$ cat src/rtl/border_flash_painter_if.sv
`default_nettype none
// ============================================================================
// Module      : border_flash_painter_if
// Description : Pixel-position, frame-tick and hit-pulse bundle feeding the
//               border painter, plus its registered border/colour/flash
//               outputs. The master modport drives positions and pulses; the
//               slave modport is the painter.
// Revision    : 1.0 - initial release
// ============================================================================
interface border_flash_painter_if;
  logic [9:0] hpos;        // current horizontal pixel position
  logic [8:0] vpos;        // current vertical pixel position
  logic       frame_tick;  // one-cycle pulse per frame (start of vblank)
  logic       hit_left;    // one-cycle pulse: ball hit left border
  logic       hit_right;   // one-cycle pulse: ball hit right border
  logic       hit_top;     // one-cycle pulse: ball hit top border
  logic       in_border;   // registered: previous cycle's pixel is border
  logic [5:0] color;       // registered BBGGRR colour, 0 outside the border
  logic [2:0] flashing;    // {top,right,left} flash counter nonzero

  modport master (
    output hpos, vpos, frame_tick, hit_left, hit_right, hit_top,
    input  in_border, color, flashing
  );

  modport slave (
    input  hpos, vpos, frame_tick, hit_left, hit_right, hit_top,
    output in_border, color, flashing
  );
endinterface
`default_nettype wire

$ cat src/rtl/border_flash_painter.sv
`default_nettype none
// ============================================================================
// Module      : border_flash_painter
// Description : Paints the left, right and top playfield borders and makes a
//               side flash for FLASH_FRAMES frames after the ball hits it.
//               Ports:
//                 clk   - pixel clock
//                 reset - synchronous, active-high reset
//                 bus   - slave modport: hpos/vpos/frame_tick/hit_* in,
//                         in_border/color/flashing out (all registered)
// Revision    : 1.0 - initial release
// ============================================================================
module border_flash_painter #(
  parameter int         BORDER_WIDTH = 8,
  parameter logic [9:0] BORDER_LEFT  = 10'd0,
  parameter logic [9:0] BORDER_RIGHT = 10'd632,
  parameter logic [8:0] BORDER_TOP   = 9'd0,
  parameter logic [5:0] BORDER_COLOR = 6'b111111,
  parameter logic [5:0] FLASH_COLOR  = 6'b000011,
  parameter int         FLASH_FRAMES = 8,
  parameter bit         BLINK        = 1'b1
) (
  input  wire                     clk,
  input  wire                     reset,
  border_flash_painter_if.slave   bus
);

  localparam int SHIFT = $clog2(BORDER_WIDTH);
  localparam int CW    = $clog2(FLASH_FRAMES + 1);
  localparam logic [CW-1:0] C_LOAD = CW'(FLASH_FRAMES);
  localparam logic [CW-1:0] C_ONE  = CW'(1);

  // Side index order everywhere: 0 = left, 1 = right, 2 = top.
  logic [2:0]         hit;
  logic [2:0]         region;
  logic [2:0]         active;
  logic [2:0][CW-1:0] cnt_q, cnt_d;
  logic [2:0]         flashing_q, flashing_d;
  logic               in_border_q, in_border_d;
  logic [5:0]         color_q, color_d;

  // Borders are aligned to BORDER_WIDTH, so the low position bits never
  // affect the decode.
  logic unused_low_bits;
  assign unused_low_bits = ^{bus.hpos[SHIFT-1:0], bus.vpos[SHIFT-1:0]};

  assign hit = {bus.hit_top, bus.hit_right, bus.hit_left};

  assign region[0] = (bus.hpos[9:SHIFT] == BORDER_LEFT[9:SHIFT]);
  assign region[1] = (bus.hpos[9:SHIFT] == BORDER_RIGHT[9:SHIFT]);
  assign region[2] = (bus.vpos[8:SHIFT] == BORDER_TOP[8:SHIFT]);

  always_comb begin
    cnt_d      = cnt_q;
    flashing_d = '0;
    active     = '0;
    for (int i = 0; i < 3; i++) begin
      // A hit reloads (retrigger, no accumulation) and masks any decrement
      // from a coincident frame tick.
      if (hit[i]) begin
        cnt_d[i] = C_LOAD;
      end else if (bus.frame_tick && (cnt_q[i] != '0)) begin
        cnt_d[i] = cnt_q[i] - C_ONE;
      end
      flashing_d[i] = (cnt_d[i] != '0);
      // In blink mode only odd counts show the flash colour, so the colour
      // alternates every frame while the counter runs down.
      active[i] = (cnt_q[i] != '0) && (!BLINK || cnt_q[i][0]);
    end

    in_border_d = |region;
    if (!in_border_d) begin
      color_d = '0;
    end else if (|(region & active)) begin
      color_d = FLASH_COLOR;
    end else begin
      color_d = BORDER_COLOR;
    end
  end

  always_ff @(posedge clk) begin
    if (reset) begin
      cnt_q       <= '0;
      flashing_q  <= '0;
      in_border_q <= 1'b0;
      color_q     <= '0;
    end else begin
      cnt_q       <= cnt_d;
      flashing_q  <= flashing_d;
      in_border_q <= in_border_d;
      color_q     <= color_d;
    end
  end

  assign bus.in_border = in_border_q;
  assign bus.color     = color_q;
  assign bus.flashing  = flashing_q;

endmodule
`default_nettype wire

$ cat src/flat_wrapper.sv
// flat-port wrapper written by rule: the top's interface ports become plain ports
module border_flash_painter_flat 
#(
  parameter int         BORDER_WIDTH = 8,
  parameter logic [9:0] BORDER_LEFT  = 10'd0,
  parameter logic [9:0] BORDER_RIGHT = 10'd632,
  parameter logic [8:0] BORDER_TOP   = 9'd0,
  parameter logic [5:0] BORDER_COLOR = 6'b111111,
  parameter logic [5:0] FLASH_COLOR  = 6'b000011,
  parameter int         FLASH_FRAMES = 8,
  parameter bit         BLINK        = 1'b1
)
  (clk, reset, bus_hpos, bus_vpos, bus_frame_tick, bus_hit_left, bus_hit_right, bus_hit_top, bus_in_border, bus_color, bus_flashing);
  border_flash_painter_if bus_i ();
  input  wire clk;
  input  wire reset;
  input wire logic [$bits(bus_i.hpos)-1:0] bus_hpos;
  input wire logic [$bits(bus_i.vpos)-1:0] bus_vpos;
  input wire logic [$bits(bus_i.frame_tick)-1:0] bus_frame_tick;
  input wire logic [$bits(bus_i.hit_left)-1:0] bus_hit_left;
  input wire logic [$bits(bus_i.hit_right)-1:0] bus_hit_right;
  input wire logic [$bits(bus_i.hit_top)-1:0] bus_hit_top;
  output wire logic [$bits(bus_i.in_border)-1:0] bus_in_border;
  output wire logic [$bits(bus_i.color)-1:0] bus_color;
  output wire logic [$bits(bus_i.flashing)-1:0] bus_flashing;
  assign bus_i.hpos = bus_hpos;
  assign bus_i.vpos = bus_vpos;
  assign bus_i.frame_tick = bus_frame_tick;
  assign bus_i.hit_left = bus_hit_left;
  assign bus_i.hit_right = bus_hit_right;
  assign bus_i.hit_top = bus_hit_top;
  assign bus_in_border = bus_i.in_border;
  assign bus_color = bus_i.color;
  assign bus_flashing = bus_i.flashing;
  border_flash_painter #(.BORDER_WIDTH(BORDER_WIDTH), .BORDER_LEFT(BORDER_LEFT), .BORDER_RIGHT(BORDER_RIGHT), .BORDER_TOP(BORDER_TOP), .BORDER_COLOR(BORDER_COLOR), .FLASH_COLOR(FLASH_COLOR), .FLASH_FRAMES(FLASH_FRAMES), .BLINK(BLINK)) u_core (.clk(clk), .reset(reset), .bus(bus_i));
endmodule
$ cat config.mk
export PLATFORM = sky130hd
export DESIGN_NAME = border_flash_painter_flat
export DESIGN_NICKNAME = d
export VERILOG_FILES = /design/src/rtl/border_flash_painter_if.sv /design/src/rtl/border_flash_painter.sv /design/src/flat_wrapper.sv
export SDC_FILE = /design/constraint.sdc
export NUM_CORES = 1
export LEC_CHECK = 0
export ABC_AREA = 1
export BUFFER_PORTS_ARGS = -buffer_cell sky130_fd_sc_hd__buf_4
export CORE_MARGIN = 2
export CORE_UTILIZATION = 34
export DETAILED_ROUTE_END_ITERATION = 8
export GPL_TIMING_DRIVEN = 0
export HOLD_SLACK_MARGIN = 0.08
export SKIP_CTS_REPAIR_TIMING = 1
export SKIP_LAST_GASP = 1
export SLEW_MARGIN = 40
export SYNTH_ARGS = -nofsm -noshare
export SYNTH_HDL_FRONTEND = slang
export SYNTH_SLANG_ARGS = --single-unit
$ cat constraint.sdc
create_clock -name clk -period 1.25 [get_ports clk]
set_clock_uncertainty 0.1 [all_clocks]
set_input_delay 0.125 -clock clk [delete_from_list [all_inputs] [get_ports clk]]
set_output_delay 0.125 -clock clk [all_outputs]
set_load 0.05 [all_outputs]
# [Word-level counts from Yosys, hierarchy flattened]
# Cells that the tools add are included.
[classes] bitwise_logic=2 add_sub_neg=3 reduce_logical=17 n_eq_ne=1 n_mux=7
[ops] op="$mux W4" n=6
[ops] op="$reduce_bool A4 Y1" n=6
[ops] op="$sub A4 B1 Y4 const B" n=3
[ops] op="$eq A7 B7 Y1 const B" n=1
[ops] op="$logic_not A7 Y1" n=1
[ops] op="$logic_and A1 B1 Y1" n=6
[ops] op="$logic_not A6 Y1" n=1
[ops] op="$mux W6" n=1
[ops] op="$reduce_or A3 Y1" n=2
[ops] op="$and A3 B3 Y3" n=1
[ops] op="$reduce_or A2 Y1" n=1
[ops] op="$not A1 Y1" n=1
[totals] inputBits=25 output_inout_bits=10 wordCells=36 register_bits=22

# [Depth between registers and ports, before layout]
# Gate-level depths: netlist of the first run.
[logic_depth] word_depth=5 depth_mapped=10 ltp_nobuf=10

# [Least setup slack after synthesis of the first run]
# Ideal clock, no wire load.
[synth_timing] path_type="reg2reg" from="reg u_core.cnt_q[4] (netlist bit)" to="reg u_core.flashing_q[1] (netlist: u_core.bus.flashing[1])" path_slack_ps=-113 arrival_ps=1150 required_time_ps=1038 path_buffers=0 synth_period_minus_slack_ps=1363 setup_time_ps=112 stages_incl_launch_ff=9 path_cell_list="dfxtp_1 inv_1 ha_1 nand3_2 nand2_1 o21ai_0 nand3_1 nand2_1 nand2_1"
[synth_via] elab_chain_len=5 word_cells_on_any_way=6 cone_classes="1 x add/sub; 2 x mux; 3 x reduce/logical"
[synth_lines] item="from (decl)" line="border_flash_painter.sv:37" source="logic [2:0][CW-1:0] cnt_q, cnt_d;"
[synth_lines] item="from (signal assigned)" line="border_flash_painter.sv:88" source="cnt_q <= cnt_d;"
[synth_lines] item="parallel branches: the longest is 2 deep, another holds $sub A4 B1 Y4"
[synth_lines] item="$mux W4 (*)" line="border_flash_painter.sv:62" source="end else if (bus.frame_tick && (cnt_q[i] != '0)) begin"
[synth_lines] item="$mux W4 (*)" line="border_flash_painter.sv:60" source="if (hit[i]) begin"
[synth_lines] item="$reduce_bool A4 Y1 (*)" line="border_flash_painter.sv:65" source="flashing_d[i] = (cnt_d[i] != '0);"
[synth_lines] item="to (signal assigned)" line="border_flash_painter.sv:89" source="flashing_q <= flashing_d;"
[synth_lines] item="to (decl)" line="border_flash_painter.sv:38" source="logic [2:0] flashing_q, flashing_d;"
# Mark *: on every way between the ends.
# A chain may end at the register's enable or synchronous reset.

# [Worst setup path in the final report of the first run]
# Ends and elaborated chain as after synthesis.

==> metrics.yaml, run 1 <==
cells_and_area:
  syn_to_final_growth_pct: 48.77
  antennaDiodeCount: 0
  drive_gt1_frac: 0.4235
  final_cell_area_um2: 1511
  fin_cells: 227
  final_nets: 225
  num-fill-cells: 272
critical_path:
  worst-path-max-fanout: 5
  crit_top_cell: "nand2_1"
  crit_path_end_kind: "flip-flop"
  cp_data_arrival_time_ns: 1.43
  cp_cell_sequence: "inv_2 > ha_4 > nand3_4 > nand2_4 > nand2_1 > nand3_2 > nand3_2 > nand2_1 > nand2_1"
  critPathLaunchType: "flip-flop"
  max_stage_delay_ns: 0.34
  critPathKind: "reg -> reg"
  cp.required_ns: 1.35
  crit_slowest_cell: "dfxtp_2"
sta:
  grt_setup_unrepaired: "true"
  slew_headroom: 0.6880
  setup_ws_ns: -0.08601
  final_max_slew_viol_count: 0
  hold_viol_final: 0
  fmax_mhz: 748.5
  tns_ns: -0.3027
  setup_viol_count_final: 7
  tightest_slew_ns: 0.4680
  fin_crit_sh: 1.069
  period_needed_ns: 1.336
routing:
  remaining_drc_errors: 6
  num_vias: 1061
  wl_um: 2372
  dr.pass1.iters: 6
  vias_per_cell: 4.674
  ant_nets: 0
  first_iter_violations: 45
  wl_per_cell_um: 10.45
die:
  die_h_um: 58.67
  io_pins: 35
  die_x_um: 58.67
  initial_core_util: 0.3622
  fp-row-count: 19
  dieArea_um2: 3442
  core_region_area_um2: 2805
job:
  drv_cap: 0
global_route:
  grt-ovfl-total: 0
  track_usage: 0.1485
  grt_max_degree: 11
  use_met3: 0.05055
  grt-busiest-layer: "met2"
  use_met1: 0.1932
  antenna_found_initial: 0
  grt_pass1_vias: 941
  grt_pass1_wl_um: 4002
  grt_use_met2: 0.2504
synth:
  syn_inst: 152
  synth_seq_cells: 18
  syn_area_per_cell_um2: 6.684
  synth_common_cells: "nand2_1 (37), inv_1 (25), nand3_1 (24), nor2_1 (20), dfxtp_1 (18)"
  dominantRegCellSynth: "dfxtp_1"
  yosys.cell_types.count: 20
  ys_seq_area_frac: 0.3547
  ys_top_cells_by_area: "dfxtp_1 (35%), nand2_1 (14%), nand3_1 (12%), inv_1 (9.2%), nor2_1 (7.4%)"
  synth_nets: 180
  ys_warn_count: 0
  synth-edff-count: 0
  synth_top_cell_by_area: "dfxtp_1"
  synth_most_common_cell: "nand2_1"
  synthArstFlopShare: 0
  syn_area_um2: 1016
  synthDominantCellAreaShare: 0.3547
status:
  violations: "DRC, setup timing"
  status: "finished, violations left"
cts:
  tritoncts: "yes"
  numCtsBuffers: 3
  clockRootBuffer: "clkbuf_4"
  clk_path_buf_depth: 2
  clock_latency_ns: 0.30
  cts.sinks: 18
  path_clk_slew_ns: 0.10
  htree_num_levels: 1
power_and_ir_drop:
  power.total_w: 0.001454
  vdd_drop_max_uv: 733.2
  powerDensity_nw_per_um2: 962.3
  leakagePower_nw: 0.8098
placed_design:
  gp_congestion: 0.8362
  place_area_um2: 1313
  dp_hpwl_um: 1791
  dp_cells: 211
  port_buffers: 28
  place_ws_ns: -0.1220
hold_path:
  hold_class: "in -> reg"
## sequential cells by signal, summed over array words and instances (netlist names)
register              flops
u_core.bus.color          2
u_core.bus.flashing       3
u_core.bus.in_border      1
u_core.cnt_q             12
## routing by layer
metal / vias up / share of wire / routed length [µm]
met5: - / 0 / 0
met3: 0 / 0.11 / 250
met1: 464 / 0.44 / 1047
li1: 558 / - / -
met2: 39 / 0.45 / 1073
met4: 0 / 0 / 0
## cell usage in the layout (no fill, tap or decap), types with 2 or more instances in the layout
master,count
buf_4,40
nand2_1,33
nand3_1,20
inv_1,18
nor2_1,18
dfxtp_1,12
inv_2,8
nand3_2,8
dfxtp_2,6
dlygate4sd3_1,4
nand2_4,3
nand2_2,3
nor3_1,3
nor2_2,3
ha_4,3
clkbuf_4,3
nand3_4,2
## layout make-up
class	count	area (µm²)	share of cell area
timing repair buffer	40	310.3	0.2053
buffer	6	45.04	0.02980
multi-input combinational	102	615.6	0.4073
tap	31	38.79	0.02566
inverter	26	97.59	0.06457
sequential	18	367.9	0.2434
clock buffer	4	36.28	0.02401
## logic make-up after synthesis
group                    Yosys count  synth area share
AND/OR/NAND/NOR                   95            0.4397
buffers and inverters             32            0.1404
flip-flops                        18            0.3547
AO/OA/AOI/OAI                      3           0.01971
adder cells (fa/ha/maj)            3           0.03695
XOR/XNOR                           1          0.008622
## worst paths after layout
check	startpoint	end	slack, ns	cells past startpoint
worst min register to register	u_core.cnt_q[8]$_SDFF_PP0_	u_core.cnt_q[8]$_SDFF_PP0_	0.49	4
worst max-delay path	u_core.cnt_q[4]$_SDFF_PP0_	u_core.bus.flashing[1]$_SDFF_PP0_	-0.09	9
worst max register to register	u_core.cnt_q[4]$_SDFF_PP0_	u_core.bus.flashing[1]$_SDFF_PP0_	-0.09	9
worst min-delay path	bus_hpos[4]	u_core.bus.color[4]$_SDFF_PP0_	0.10	4
## stage by stage
step	util	hold WS (ns)
final	0.5388	0.1028
after global placement	0.4679	0.3402
after global routing	0.5388	0.1575
after CTS	0.4808	0.01909
after floorplan	-	0.2263
after detailed placement	0.4679	0.3515
## power breakdown
group	internal, W	leakage [nW]	switching, W
clock	0.000178	0.0210	0.000183
sequential	0.000611	0.151	0.0000193
combinational	0.000199	0.638	0.000264
total	0.000988	0.810	0.000467
## critical path, delay by kind of cell, from the launching register on
kind | cells | cell delay (ns)
fa+ha+maj | 1 | 0.16
buf+inv | 1 | 0.09
flops | 1 | 0.34
simple gates | 7 | 0.54
(Power assumes the default switching activity.)
==> run 2, diff against run 1 <==
Settings changed: ABC_AREA 1 to unset, CORE_MARGIN 2 to 1.
==> run 2 against run 1 <==
Net effect: the run ends with setup timing left; first-iteration DRC count is 78% lower; final cell count is 17% lower; worst setup slack worse by 0.55 ns; register-to-register slack worse by 0.55 ns; flip-flop and latch count stayed put; synthesized cell count is 26% lower; worst hold slack worse by 0.050 ns.
==> metrics.yaml, run 2 <==
die:
  die_x_um: 54.92  # -6.4%
  initial_core_util: 0.3709  # +0.008681
  die_h_um: 54.92  # -6.4%
  dieArea_um2: 3016  # -12%
  io_pins: 35  # unchanged
  fp-row-count: 18  # -1
  core_region_area_um2: 2567  # -8.5%
placed_design:
  place_ws_ns: -0.6591  # -0.5371 ns
  dp_cells: 169  # -20%
  dp_hpwl_um: 1804  # +0.72%
  place_area_um2: 1275  # -2.9%
  port_buffers: 27  # -3.6%
  gp_congestion: 0.7345  # -12%
cells_and_area:
  num-fill-cells: 224  # -18%
  seq_area_um2: 379.1  # +3.1%
  final_common_cell: "buf_4"
  drive_gt1_frac: 0.5443  # +0.1208
  fin_cells: 188  # -17%
  final_util: 0.5989  # +0.06012
  final_nets: 187  # -17%
  final_cell_area_um2: 1538  # +1.7%
  syn_to_final_growth_pct: 61.50
  mostFrequentLayoutCells: "buf_4 (42), dfxtp_1 (11), nor2_1 (8), nand2_1 (7), a21oi_1 (6)"
  antennaDiodeCount: 0  # unchanged
  largest-register: "u_core.cnt_q"
  multiInputGateArea_um2: 689.4  # +12%
  largest_reg_flops: 12  # unchanged
power_and_ir_drop:
  power.internal_w: 0.0009778  # -0.99%
  clkPwrFrac: 0.219  # -0.029
  powerDensity_nw_per_um2: 930.4  # -3.3%
  swShare: 0.3165  # -0.004533
  p_seq_frac: 0.445  # +0.011
  power.switching_w: 0.0004528  # -3.0%
  leakagePower_nw: 0.6615  # -18%
  comb_power_share: 0.335  # +0.017
  vdd_drop_max_uv: 805.7  # +9.9%
sta:
  setup_ws_ns: -0.6388  # -0.5527 ns
  period_needed_ns: 1.889  # +0.5527 ns
  grt_setup_unrepaired: "true"
  slew_headroom: 0.5355  # -0.1525
  final_max_slew_viol_count: 0  # unchanged
  tns_ns: -4.586  # -4.284 ns
  tightest_slew_ns: 0.6968  # +0.2288 ns
  setup_viol_count_final: 15  # +8
  fin_crit_sh: 1.511  # +0.4422
  hold_viol_final: 0  # unchanged
  fmax_mhz: 529.5  # -29%
cts:
  cts.sinks: 18  # unchanged
  htree_num_levels: 1  # unchanged
  clock_latency_ns: 0.30  # about the same
  numCtsBuffers: 3  # unchanged
  tritoncts: "yes"
  clockRootBuffer: "clkbuf_4"
  path_clk_slew_ns: 0.11  # about the same
  clk_path_buf_depth: 2  # unchanged
routing:
  ant_nets: 0  # unchanged
  dr.pass1.iters: 4  # -2
  wl_um: 2694  # +14%
  wl_per_cell_um: 14.33  # +37%
  vias_per_cell: 5.335  # +14%
  remaining_drc_errors: 0  # -6
  num_vias: 1003  # -5.5%
  first_iter_violations: 10  # -78%
global_route:
  grt_max_degree: 11  # unchanged
  grt_pass1_wl_um: 3594  # -10%
  grt_pass1_vias: 845  # -10%
  antenna_found_initial: 0  # unchanged
  track_usage: 0.1730  # +0.02455
  grt-ovfl-total: 0  # unchanged
synth:
  yosys.cell_types.count: 35  # +75%
  syn_inst: 112  # -26%
  synthArstFlopShare: 0  # unchanged
  synth_top_cell_by_area: "dfxtp_1"
  ys_seq_area_frac: 0.3784  # +0.02377
  syn_area_per_cell_um2: 8.501  # +27%
  synth_common_cells: "dfxtp_1 (18), nand2_1 (10), nor2_1 (9), nor3_1 (9), inv_1 (8)"
  synth_most_common_cell: "dfxtp_1"
  synth-edff-count: 0  # unchanged
  syn_area_um2: 952.2  # -6.3%
  ys_warn_count: 0  # unchanged
  synth_nets: 140  # -22%
  ys_top_cells_by_area: "dfxtp_1 (38%), nor3_1 (4.7%), mux2i_1 (4.2%), ha_1 (3.9%), nand2_1 (3.9%)"
  synthDominantCellAreaShare: 0.3784  # +0.02377
  synth_seq_cells: 18  # unchanged
  dominantRegCellSynth: "dfxtp_1"
critical_path:
  crit_path_end_kind: "flip-flop"
  worst-path-max-fanout: 4  # -1
  cp_data_arrival_time_ns: 1.98  # +0.55 ns
  critPathLaunchType: "flip-flop"
  cp.required_ns: 1.34  # about the same
  critPathKind: "reg -> reg"
hold_path:
  hold_class: "in -> reg"
status:
  violations: "setup timing"
  status: "finished, violations left"
job:
  drv_cap: 0  # unchanged
==> run 2: power by group through the flow <==
| stage | clock (W) | combinational, W | sequential [W] |
|---|---|---|---|
| after floorplan | 0 | 0.000209 | 0.000691 |
| after global placement | 0 | 0.000355 | 0.000649 |
| after detailed placement | 0 | 0.000366 | 0.000651 |
| after CTS | 0.000327 | 0.000368 | 0.000638 |
| after global routing | 0.000351 | 0.000516 | 0.000642 |
| final | 0.000314 | 0.000479 | 0.000637 |
==> run 2: logic make-up (layout without fill, tap and decap cells) <==
logic type               Yosys count  count (layout)  share of synthesized area
XOR/XNOR                           3               3                    0.02760
AO/OA/AOI/OAI                     17              17                     0.1262
multiplexers                       4               4                    0.04205
AND/OR/NAND/NOR                   52              52                     0.3114
adder cells (fa/ha/maj)            3               3                    0.03943
buffers and inverters             15              61                    0.07490
flip-flops                        18              18                     0.3785
==> run 2: path summary, 6_finish.rpt <==
path                          startpoint  cells after the start  slack, ns                                end
max reg2reg   u_core.cnt_q[9]$_SDFF_PP0_                      6      -0.64  u_core.bus.flashing[2]$_SDFF_PP0_
min reg2reg  u_core.cnt_q[10]$_SDFF_PP0_                      2       0.48        u_core.cnt_q[10]$_SDFF_PP0_
max           u_core.cnt_q[9]$_SDFF_PP0_                      6      -0.64  u_core.bus.flashing[2]$_SDFF_PP0_
min                          bus_vpos[3]                      4       0.05     u_core.bus.color[1]$_SDFF_PP0_
==> run 2: worst max-delay path: stages, from the launching register on <==
cell and delay [ns]:
dfxtp_2 0.36, inv_2 0.07, ha_4 0.14, or3b_4 0.38, and2_4 0.15, o311a_1 0.28
or3_1 0.30
==> run 2: routing by layer <==
metal / share of wire / vias to the layer above / GRT usage
met5: 0 / - / 0
met4: 0.0074 / 0 / 0.05000
met3: 0.024 / 2 / 0.05738
met2: 0.59 / 10 / 0.3353
met1: 0.37 / 494 / 0.1719
li1: - / 497 / -
==> run 2: final cells by class <==
class                           count  share of cell area
Sequential cell                    18              0.2465
Clock buffer                        4             0.01709
Inverter                            8             0.02441
Buffer                              7             0.02685
Timing Repair Buffer               42              0.2124
Tap cell                           30             0.02441
Multi-Input combinational cell     79              0.4483
==> run 2: through the flow <==
stage / hold slack, ns / total power, W
after floorplan: 0.08645 / 0.0009004
after global placement: 0.2182 / 0.001004
after detailed placement: 0.2180 / 0.001018
after CTS: -0.1077 / 0.001333
after global routing: 0.07339 / 0.001509
final: 0.05236 / 0.001431
